### config.mk
export PLATFORM = sky130hd
export DESIGN_NAME = keypad_scanner
export DESIGN_NICKNAME = d
export VERILOG_FILES = /design/src/rtl/keypad_pkg.sv /design/src/rtl/keypad_row_timer.sv /design/src/rtl/keypad_scanner.sv
export SDC_FILE = /design/constraint.sdc
export NUM_CORES = 1
export LEC_CHECK = 0
export ABC_CLOCK_PERIOD_IN_PS = 13900
export CORE_MARGIN = 2
export CORE_UTILIZATION = 57
export DETAILED_ROUTE_END_ITERATION = 12
export GPL_TIMING_DRIVEN = 1
export PLACE_DENSITY = 0.75
export REMOVE_ABC_BUFFERS = 1
export SYNTH_ARGS = -nofsm -noshare
export SYNTH_HDL_FRONTEND = slang
export SYNTH_HIERARCHICAL = 1
export SYNTH_SLANG_ARGS = --single-unit
### constraint.sdc
create_clock -name clk -period 13.9 [get_ports clk]
set_input_delay 2.78 -clock clk [delete_from_list [all_inputs] [get_ports clk]]
set_output_delay 2.78 -clock clk [all_outputs]
set_load 0.01 [all_outputs]
### src/rtl/keypad_pkg.sv
// keypad_pkg: shared types and helpers for the 4x4 keypad front end.
// Holds FSM state encoding, scan-result kinds, and key-code mapping.
package keypad_pkg;

    localparam int unsigned NUM_ROWS  = 4;
    localparam int unsigned NUM_COLS  = 4;
    localparam int unsigned ROW_W     = 2;
    localparam int unsigned COL_W     = 2;
    localparam int unsigned KEY_W     = ROW_W + COL_W;
    localparam int unsigned SCAN_BITS = NUM_ROWS * NUM_COLS;

    typedef enum logic [1:0] {
        ST_IDLE     = 2'd0,
        ST_DEBOUNCE = 2'd1,
        ST_PRESSED  = 2'd2
    } state_t;

    typedef enum logic [1:0] {
        SCAN_NONE   = 2'd0,
        SCAN_SINGLE = 2'd1,
        SCAN_MULTI  = 2'd2
    } scan_kind_t;

    // Key code as seen by the calculator core: {row_idx, col_idx}.
    typedef struct packed {
        logic [ROW_W-1:0] row;
        logic [COL_W-1:0] col;
    } key_code_t;

    typedef struct packed {
        scan_kind_t kind;
        key_code_t  key;
    } scan_result_t;

    // Corner keys of the matrix, used by the core for layout lookups.
    localparam key_code_t KEY_R0C0 = '{row: 2'd0, col: 2'd0};
    localparam key_code_t KEY_R0C3 = '{row: 2'd0, col: 2'd3};
    localparam key_code_t KEY_R3C0 = '{row: 2'd3, col: 2'd0};
    localparam key_code_t KEY_R3C3 = '{row: 2'd3, col: 2'd3};

    // Classify a full-scan bitmap; bit (row*4 + col) maps directly to the key code.
    function automatic scan_result_t classify_scan(input logic [SCAN_BITS-1:0] bits);
        scan_result_t res;
        int unsigned  n_set;
        res.kind = SCAN_NONE;
        res.key  = KEY_R0C0;
        n_set    = 0;
        for (int i = 0; i < SCAN_BITS; i++) begin
            if (bits[i]) begin
                n_set   = n_set + 1;
                res.key = key_code_t'(KEY_W'(i));
            end
        end
        if (n_set == 1) begin
            res.kind = SCAN_SINGLE;
        end else if (n_set > 1) begin
            res.kind = SCAN_MULTI;
        end
        return res;
    endfunction

endpackage

### src/rtl/keypad_row_timer.sv
// keypad_row_timer: dwell counter and one-hot row drive for the keypad sweep.
// Ports:
//   i_clk, i_rst      clock, async active-high reset
//   o_row_idx         currently driven row (0..3)
//   o_row_sweep       one-hot row drive, registered
//   o_sample_en_c     high on the last dwell cycle of every row
//   o_scan_end_c      high on the last dwell cycle of row 3
module keypad_row_timer
    import keypad_pkg::*;
#(
    parameter int unsigned ROW_CYCLES = 1024
) (
    input  logic                i_clk,
    input  logic                i_rst,
    output logic [ROW_W-1:0]    o_row_idx,
    output logic [NUM_ROWS-1:0] o_row_sweep,
    output logic                o_sample_en_c,
    output logic                o_scan_end_c
);

    localparam int unsigned     DW         = $clog2(ROW_CYCLES);
    localparam logic [DW-1:0]   DWELL_LAST = DW'(ROW_CYCLES - 1);

    logic [DW-1:0]       r_dwell;
    logic [ROW_W-1:0]    r_row_idx;
    logic [NUM_ROWS-1:0] r_row_sweep;
    logic                w_last;

    assign w_last = (r_dwell == DWELL_LAST);

    // Row sweep is kept as a rotating one-hot register alongside the index.
    always_ff @(posedge i_clk or posedge i_rst) begin
        if (i_rst) begin
            r_dwell     <= '0;
            r_row_idx   <= '0;
            r_row_sweep <= NUM_ROWS'(1);
        end else if (w_last) begin
            r_dwell     <= '0;
            r_row_idx   <= r_row_idx + 1'b1;
            r_row_sweep <= {r_row_sweep[NUM_ROWS-2:0], r_row_sweep[NUM_ROWS-1]};
        end else begin
            r_dwell     <= r_dwell + 1'b1;
        end
    end

    assign o_row_idx     = r_row_idx;
    assign o_row_sweep   = r_row_sweep;
    assign o_sample_en_c = w_last;
    assign o_scan_end_c  = w_last && (r_row_idx == ROW_W'(NUM_ROWS - 1));

endmodule

### src/rtl/keypad_scanner.sv
// keypad_scanner: scans a 4x4 keypad, debounces, and emits one key_valid
// pulse with key_code per accepted press.
// Ports:
//   clk, rst     clock, async active-high reset
//   col_in       raw active-high column lines (asynchronous)
//   row_sweep    one-hot active-high row drive
//   key_valid    single-cycle pulse per accepted press
//   key_code     {row, col} of last accepted key, held between pulses
//   key_held     high while the accepted key is still down
module keypad_scanner
    import keypad_pkg::*;
#(
    parameter int unsigned ROW_CYCLES   = 1024,
    parameter int unsigned DEBOUNCE_CNT = 8
) (
    input  logic                clk,
    input  logic                rst,
    input  logic [NUM_COLS-1:0] col_in,
    output logic [NUM_ROWS-1:0] row_sweep,
    output logic                key_valid,
    output logic [KEY_W-1:0]    key_code,
    output logic                key_held
);

    localparam int unsigned   CW         = $clog2(DEBOUNCE_CNT + 1);
    localparam logic [CW-1:0] CNT_TARGET = CW'(DEBOUNCE_CNT);

    logic [ROW_W-1:0]     w_row_idx;
    logic                 w_sample_en;
    logic                 w_scan_end;

    logic [NUM_COLS-1:0]  r_sync1;
    logic [NUM_COLS-1:0]  r_sync2;
    logic [SCAN_BITS-NUM_COLS-1:0] r_acc;
    logic [SCAN_BITS-1:0] w_scan_bits;
    scan_result_t         w_scan;

    state_t               r_state,     w_state_n;
    logic [CW-1:0]        r_cnt,       w_cnt_n;
    logic [CW-1:0]        w_cnt_inc;
    key_code_t            r_cand,      w_cand_n;
    key_code_t            r_key_code,  w_key_code_n;
    logic                 r_key_valid, w_key_valid_n;
    logic                 r_key_held,  w_key_held_n;

    keypad_row_timer #(
        .ROW_CYCLES (ROW_CYCLES)
    ) u_row_timer (
        .i_clk         (clk),
        .i_rst         (rst),
        .o_row_idx     (w_row_idx),
        .o_row_sweep   (row_sweep),
        .o_sample_en_c (w_sample_en),
        .o_scan_end_c  (w_scan_end)
    );

    // Two-flop synchronizer for the asynchronous column lines.
    always_ff @(posedge clk or posedge rst) begin
        if (rst) begin
            r_sync1 <= '0;
            r_sync2 <= '0;
        end else begin
            r_sync1 <= col_in;
            r_sync2 <= r_sync1;
        end
    end

    // Rows 0..2 are stored; row 3 is taken live from the synchronizer at scan end.
    always_ff @(posedge clk or posedge rst) begin
        if (rst) begin
            r_acc <= '0;
        end else if (w_sample_en) begin
            case (w_row_idx)
                2'd0:    r_acc[3:0]  <= r_sync2;
                2'd1:    r_acc[7:4]  <= r_sync2;
                2'd2:    r_acc[11:8] <= r_sync2;
                default: ;
            endcase
        end
    end

    assign w_scan_bits = {r_sync2, r_acc};
    assign w_scan      = classify_scan(w_scan_bits);
    assign w_cnt_inc   = (r_cnt == CNT_TARGET) ? r_cnt : r_cnt + 1'b1;

    // FSM state and output registers.
    always_ff @(posedge clk or posedge rst) begin
        if (rst) begin
            r_state     <= ST_IDLE;
            r_cnt       <= '0;
            r_cand      <= KEY_R0C0;
            r_key_code  <= KEY_R0C0;
            r_key_valid <= 1'b0;
            r_key_held  <= 1'b0;
        end else begin
            r_state     <= w_state_n;
            r_cnt       <= w_cnt_n;
            r_cand      <= w_cand_n;
            r_key_code  <= w_key_code_n;
            r_key_valid <= w_key_valid_n;
            r_key_held  <= w_key_held_n;
        end
    end

    // Next-state logic, stepped only at scan end.
    always_comb begin
        w_state_n     = r_state;
        w_cnt_n       = r_cnt;
        w_cand_n      = r_cand;
        w_key_code_n  = r_key_code;
        w_key_valid_n = 1'b0;

        if (w_scan_end) begin
            case (r_state)
                ST_IDLE: begin
                    if (w_scan.kind == SCAN_SINGLE) begin
                        w_cand_n = w_scan.key;
                        if (DEBOUNCE_CNT == 1) begin
                            w_state_n     = ST_PRESSED;
                            w_cnt_n       = '0;
                            w_key_valid_n = 1'b1;
                            w_key_code_n  = w_scan.key;
                        end else begin
                            w_state_n = ST_DEBOUNCE;
                            w_cnt_n   = CW'(1);
                        end
                    end
                end
                ST_DEBOUNCE: begin
                    if (w_scan.kind == SCAN_SINGLE && w_scan.key == r_cand) begin
                        if (w_cnt_inc == CNT_TARGET) begin
                            w_state_n     = ST_PRESSED;
                            w_cnt_n       = '0;
                            w_key_valid_n = 1'b1;
                            w_key_code_n  = r_cand;
                        end else begin
                            w_cnt_n = w_cnt_inc;
                        end
                    end else begin
                        w_state_n = ST_IDLE;
                        w_cnt_n   = '0;
                    end
                end
                ST_PRESSED: begin
                    // Release needs DEBOUNCE_CNT consecutive empty scans; any key activity restarts it.
                    if (w_scan.kind == SCAN_NONE) begin
                        if (w_cnt_inc == CNT_TARGET) begin
                            w_state_n = ST_IDLE;
                            w_cnt_n   = '0;
                        end else begin
                            w_cnt_n = w_cnt_inc;
                        end
                    end else begin
                        w_cnt_n = '0;
                    end
                end
                default: begin
                    w_state_n = ST_IDLE;
                    w_cnt_n   = '0;
                end
            endcase
        end

        w_key_held_n = (w_state_n == ST_PRESSED);
    end

    assign key_valid = r_key_valid;
    assign key_code  = r_key_code;
    assign key_held  = r_key_held;

endmodule
=== After elaboration in Yosys (flattened, before gate mapping) ===
Index checks and enable logic that the tools add are counted.

* Word-level logic and storage cells: 110
* Register bits after elaboration: 52
* Output and inout port bits: 10
* Input port bits: 6

* Mux-type cells: 51
* Magnitude comparators: 1
* Eq/ne operators: 13
* Reductions and logical operators: 11
* Add/subtract/negate cells: 18

{| class="wikitable"
|+ Operators by type and width
! kind !! number
|-
| $add A32 B1 Y32 const B || 15
|-
| $mux W32 || 15
|-
| $mux W4 || 19
|-
| $eq A32 B1 Y1 const B || 1
|-
| $gt A32 B1 Y1 const B || 1
|-
| $mux W2 || 8
|-
| $pmux W4 S3 || 1
|-
| $add A10 B1 Y10 const B || 1
|-
| $eq A10 B10 Y1 const B || 1
|-
| $mux W10 || 1
|-
| $eq A2 B2 Y1 const B || 4
|-
| $eq A4 B4 Y1 const B || 2
|-
| $reduce_and A2 Y1 || 4
|-
| $eq A2 B1 Y1 const B || 3
|-
| $logic_not A2 Y1 || 3
|-
| $mux W1 || 6
|-
| $pmux W2 S3 || 1
|-
| $add A4 B1 Y4 const B || 1
|-
| $eq A4 B4 Y1 || 1
|-
| $reduce_and A4 Y1 || 1
|-
| $reduce_and A3 Y1 || 1
|-
| $add A2 B1 Y2 const B || 1
|-
| $logic_and A1 B1 Y1 || 2
|-
| $ne A2 B2 Y1 const B || 1
|}

=== Logic depth before layout (Yosys ltp) ===
* Depth in word-level cells: 40
* Gate-level depth with buffers: 52
* Depth with buffers taken out: 51

=== Cells and area by module ===
The synthesis kept the hierarchy.

{| class="wikitable"
|+ Modules (own cells, without submodules)
! module !! seq. area each (um2) !! cells each !! area each (um2) !! instances
|-
| keypad_scanner || 900.9 || 447 || 3797.4 || 1
|-
| keypad_row_timer || 401.6 || 58 || 737.0 || 1
|}

=== Worst setup path after synthesis ===
OpenSTA, ideal clock, no wires.

* Path kind: reg-to-reg
* Start: register r_acc[0]
* End: register r_cand[1] (netlist name)
* Path slack: 3.926 ns
* Cell stages (with the launch flop): 52
* Library setup time: 0.125 ns
* Period minus slack after synthesis: 9.974 ns
* Path buffers: 2
* Arrival: 9.849 ns
* Path through: dfrtp_1 -> inv_1 -> ha_1 -> buf_6 -> xnor3_2 -> inv_1 -> ha_1 -> inv_1 -> a32oi_1 -> and2_1 -> ha_1 -> nand2_1 -> inv_1 -> a31oi_1 -> inv_1 -> ha_1 -> nand2_1 -> o21a_1 -> [... 16 more ...] -> o21ai_0 -> ha_1 -> a221o_1 -> ha_1 -> mux2_2 -> ha_1 -> nand2_1 -> xnor2_1 -> xnor2_1 -> o2111ai_1 -> a211oi_1 -> a221oi_2 -> mux2i_1 -> nor3_1 -> and3_1 -> buf_6 -> nand4_4 -> mux2_4

* Word-level cells in the longest chain between the ends: 36
* Elaborated cells between the ends (all ways): 37
* Classes of those cells: add/sub (15); order compare (1); eq/ne (2); mux (18); reduce/logical (1)

{| class="wikitable"
|+ Ends and longest elaborated chain
! item !! line !! RTL
|-
| start, declared || keypad_scanner.sv:34 || <nowiki>logic [SCAN_BITS-NUM_COLS-1:0] r_acc;</nowiki>
|-
| start signal, assigned || keypad_scanner.sv:74 || <nowiki>2'd0: r_acc[3:0] <= r_sync2;</nowiki>
|-
| $mux W1 (*) || keypad_pkg.sv:49 || <nowiki>if (bits[i]) begin</nowiki>
|-
| $add A32 B1 Y32 || keypad_pkg.sv:50 || <nowiki>n_set = n_set + 1;</nowiki>
|-
| $mux W32 (*) || keypad_pkg.sv:49 ||
|-
| $add A32 B1 Y32 || keypad_pkg.sv:50 ||
|-
| $mux W32 (*) || keypad_pkg.sv:49 ||
|-
| $add A32 B1 Y32 || keypad_pkg.sv:50 ||
|-
| $mux W32 (*) || keypad_pkg.sv:49 ||
|-
| $add A32 B1 Y32 || keypad_pkg.sv:50 ||
|-
| [... 20 more ...] || n/a ||
|-
| $mux W32 (*) || keypad_pkg.sv:49 ||
|-
| $add A32 B1 Y32 || keypad_pkg.sv:50 ||
|-
| $mux W32 (*) || keypad_pkg.sv:49 ||
|-
| $gt A32 B1 Y1 || keypad_pkg.sv:56 || <nowiki>end else if (n_set > 1) begin</nowiki>
|-
| $mux W2 || keypad_pkg.sv:56 ||
|-
| $mux W2 (*) || keypad_pkg.sv:54 || <nowiki>if (n_set == 1) begin</nowiki>
|-
| $eq A2 B1 Y1 (*) || keypad_scanner.sv:116 || <nowiki>if (w_scan.kind == SCAN_SINGLE) begin</nowiki>
|-
| $reduce_and A3 Y1 (no source line) (*) || n/a ||
|-
| end signal, assigned || keypad_scanner.sv:98 || <nowiki>r_cand <= w_cand_n;</nowiki>
|-
| end, declared || keypad_scanner.sv:41 || <nowiki>key_code_t r_cand, w_cand_n;</nowiki>
|}

Every way passes the cells marked *; elsewhere a longest branch is shown, timed or not.
A chain may end at the register's enable or synchronous reset.

=== Worst setup path in the final report ===
* Start: register r_acc[1]
* End: register r_cand[3] (netlist name)

* Word-level cells in the longest chain between the ends: 34
* Elaborated cells between the ends (all ways): 35
* Classes of those cells: add/sub (14); order compare (1); eq/ne (2); mux (17); reduce/logical (1)

{| class="wikitable"
|+ Ends and longest elaborated chain
! item !! line
|-
| $mux W32 (*) || keypad_pkg.sv:49
|-
| $add A32 B1 Y32 || keypad_pkg.sv:50
|-
| $mux W32 (*) || keypad_pkg.sv:49
|-
| $add A32 B1 Y32 || keypad_pkg.sv:50
|-
| $mux W32 (*) || keypad_pkg.sv:49
|-
| $add A32 B1 Y32 || keypad_pkg.sv:50
|-
| $mux W32 (*) || keypad_pkg.sv:49
|-
| $add A32 B1 Y32 || keypad_pkg.sv:50
|-
| [... 18 more ...] || n/a
|-
| $mux W32 (*) || keypad_pkg.sv:49
|-
| $add A32 B1 Y32 || keypad_pkg.sv:50
|-
| $mux W32 (*) || keypad_pkg.sv:49
|-
| $gt A32 B1 Y1 || keypad_pkg.sv:56
|-
| $mux W2 || keypad_pkg.sv:56
|-
| $mux W2 (*) || keypad_pkg.sv:54
|-
| $eq A2 B1 Y1 (*) || keypad_scanner.sv:116
|-
| $reduce_and A3 Y1 (no source line) (*) || n/a
|}

Marked as above.

==> impl_metrics.ini <==
[worst_setup_path]
critPathLaunchType = register
path_class = register to register
crit_path_start = r_acc[1]$_DFFE_PP0P_
path_max_fanout = 9
reg2reg_from = r_acc[1]$_DFFE_PP0P_
end_kind = register
crit_path_frequent_cell = ha_1
crit_required_ns = 14.09
critPathSlowestCell = xnor3_2
cp.arrival_ns = 11.55
cp_slowest_stage_delay_ns = 0.51

[logic_synthesis]
yosys.area.top_type = dfrtp_1
synth_top_area_share_pct = 28.15
synth_top_family_by_area = simple AND/OR/NAND/NOR gates
synth-xor-area-share_pct = 12.22
yosys_warnings = 6
ys_ff_latch = 52
synth_compound_area_share_pct = 18.32
synthTopCellsByArea = dfrtp_1 (28%), xnor2_1 (6.2%), ha_1 (5.5%)
synth_area_um2 = 4534
ys.flop_type = dfrtp_1
yosys.area_share.simple_pct = 22.27
synthTopCellsByCount = dfrtp_1 (51), nand2_1 (47), nor2_1 (38)
ys_seq_area_share_pct = 28.73
synth.most_common_cell = dfrtp_1
yosysUniqueCellTypes = 83
synth_area_per_cell_um2 = 8.979
ys_async_sr_fraction_pct = 100.0
synthAdderAreaFrac_pct = 5.519
synth.mux.area_fraction_pct = 7.781
synth-edff-count = 0
synthCells = 505

[power_and_ir_drop]
vdd_drop_max_mv = 0.07676
power_uw = 263.5
power.density_nw_per_um2 = 54.98
p_leak_nw = 2.175

[timing]
fmax_mhz = 88.05
period_share_pct = 81.71
finalHoldViolations = 0
relSlewSlack_pct = 54.65
skew_ns = 0.008339
setup-tns-final_ns = 0
fin_crit_ns = 11.36
worst_slew_pin_slew_ns = 0.6788
setup-violations-final = 0
rsz0062_at_grt = no
whs_ns = 0.3566
final_max_slew_viol_count = 0

[clocking]
clk_path_buf_depth = 2
cts_made_buffers = 5
cts_tree = done
cts-root-buf = clkbuf_8
ctsHtreeMaxLevel = 2
clock_latency_ns = 0.31
cts_sinks = 52
clk_pin_slew_worst_paths_ns = 0.10
cts_hold_buffers = 0
post_cts_buffers = 0
post_cts_resize_count = 0

[placed_design]
place.gp.congestion = 0.9138
dp_cells = 602
place.port_buffers = 15
placed_area_um2 = 4698
hpwl_um = 6782

[global_routing]
antenna_found_initial = 0
grt_overflow = 0
grt_pass1_vias = 3449
groute.usage.overall_pct = 21.65
grt_max_degree = 37
grt_pass1_wl_um = 15630

[detailed_routing]
via_per_inst = 5.948
drc = 0
drt-initial-drc-count = 182
firstDrtPassIters = 4
drtAntennaViolNets = 0
routed_wl_um = 8931
wire_per_inst_um = 14.64
vias = 3628

[floorplanning]
row_count = 32
coreArea_um2 = 7727
ios = 16
fp.dieArea_um2 = 8684
die-width_um = 93.19
initial_core_util_pct = 58.68
die_y_um = 93.19

[final_layout]
n_fill_cell = 660
insertedDiodeCount = 0
fin_nets = 533
instances_no_fill = 610
area_growth_pct = 5.712
multiInputGateArea_um2 = 2998
drive_gt1_share_pct = 11.02
seq_area_um2 = 1303
design_area_um2 = 4793

[hold_path]
hold_class = register to register
min_from = r_sync1[1]$_DFF_PP0_

[run]
drv_cap = 0

[run_status]
outcome = finished, final reports clean
final cells by class:
cell class,instances,area share (%)
clock buffers,5,1.436
clock inverters,3,0.5482
inverters,30,2.349
multi-input cells,402,62.54
flip-flops and latches,52,27.17
well taps,102,2.662
repair buffers,16,3.289
final timing paths:
path                       depth (start not counted)                                endpoint  slack (ns)
max in group asynchronous                          2    u_row_timer/o_row_idx[0]$_DFFE_PP0N_       10.67
max                                               48                   r_cand[3]$_DFFE_PP0P_        2.54
min reg2reg                                        0                    r_sync2[1]$_DFF_PP0_        0.36
min in group asynchronous                          2  u_row_timer/o_row_sweep[1]$_DFFE_PP0N_        2.86
min                                                0                    r_sync2[1]$_DFF_PP0_        0.36
max reg2reg                                       48                   r_cand[3]$_DFFE_PP0P_        2.54
routing by layer:
| metal | GRT usage, % | vias to the layer above | wire length [um] |
|---|---|---|---|
| met2 | 37.32 | 72 | 4268 |
| met3 | 2.659 | 8 | 247 |
| met1 | 29.41 | 1711 | 4361 |
| li1 | - | 1837 | - |
| met4 | 4.534 | 0 | 53 |
| met5 | 0 | - | 0 |
cells by family (layout without fill, tap and decap cells):
family | after synthesis | count (layout)
xor gates and xnor gates | 50 | 50
adders and majority gates | 20 | 20
DFF | 52 | 52
and+or+nand+nor | 186 | 186
muxes | 31 | 31
AOI/OAI and AO/OA | 115 | 115
buffers and inverters | 51 | 54
registers in the layout, summed over array words and instances, names as in the netlist, 2 cells and up:
| signal | flops |
|---|---|
| r_acc | 12 |
| u_row_timer/r_dwell | 10 |
| key_code | 4 |
| r_cand | 4 |
| r_cnt | 4 |
| r_sync1 | 4 |
| r_sync2 | 4 |
| u_row_timer/o_row_sweep | 4 |
| r_state | 2 |
| u_row_timer/o_row_idx | 2 |
worst max-delay path: cells and delay by family (launching register included):
family / cells / cell delay (ns)
adder cells (fa/ha/maj): 12 / 3.67
buffers and inverters: 5 / 0.32
multiplexers: 3 / 0.83
AND/OR/NAND/NOR: 14 / 2.47
XOR/XNOR: 3 / 0.99
flip-flops: 1 / 0.40
AO/OA/AOI/OAI: 11 / 2.53
where the power goes:
part / leakage, nW / total [mW] / switching [mW] / internal, mW
Sequential: 0.690 / 0.155 / 0.00252 / 0.152
Clock: 0.0423 / 0.0894 / 0.0527 / 0.0367
Combinational: 1.44 / 0.0193 / 0.0121 / 0.00719
metrics by stage:
| step | utilization [%] | setup WS [ns] |
|---|---|---|
| after global routing | 62.03 | 1.693 |
| after detailed placement | 60.80 | 2.686 |
| after global placement | 60.80 | 3.078 |
| after floorplan | - | 3.842 |
| final | 62.03 | 2.542 |
| after CTS | 62.03 | 2.615 |
cells in the final DEF, fill, tap and decap left out, types with 12 or more instances in the layout:
| cell type | instances |
|---|---|
| dfrtp_1 | 51 |
| nand2_1 | 47 |
| nor2_1 | 38 |
| xnor2_1 | 32 |
| inv_1 | 28 |
| a21oi_1 | 20 |
| o21ai_0 | 20 |
| ha_1 | 20 |
| nand3_1 | 19 |
| clkdlybuf4s50_1 | 15 |
| mux2_2 | 13 |
| and2_1 | 12 |
No activity file was read; power rests on OpenSTA's default activity.
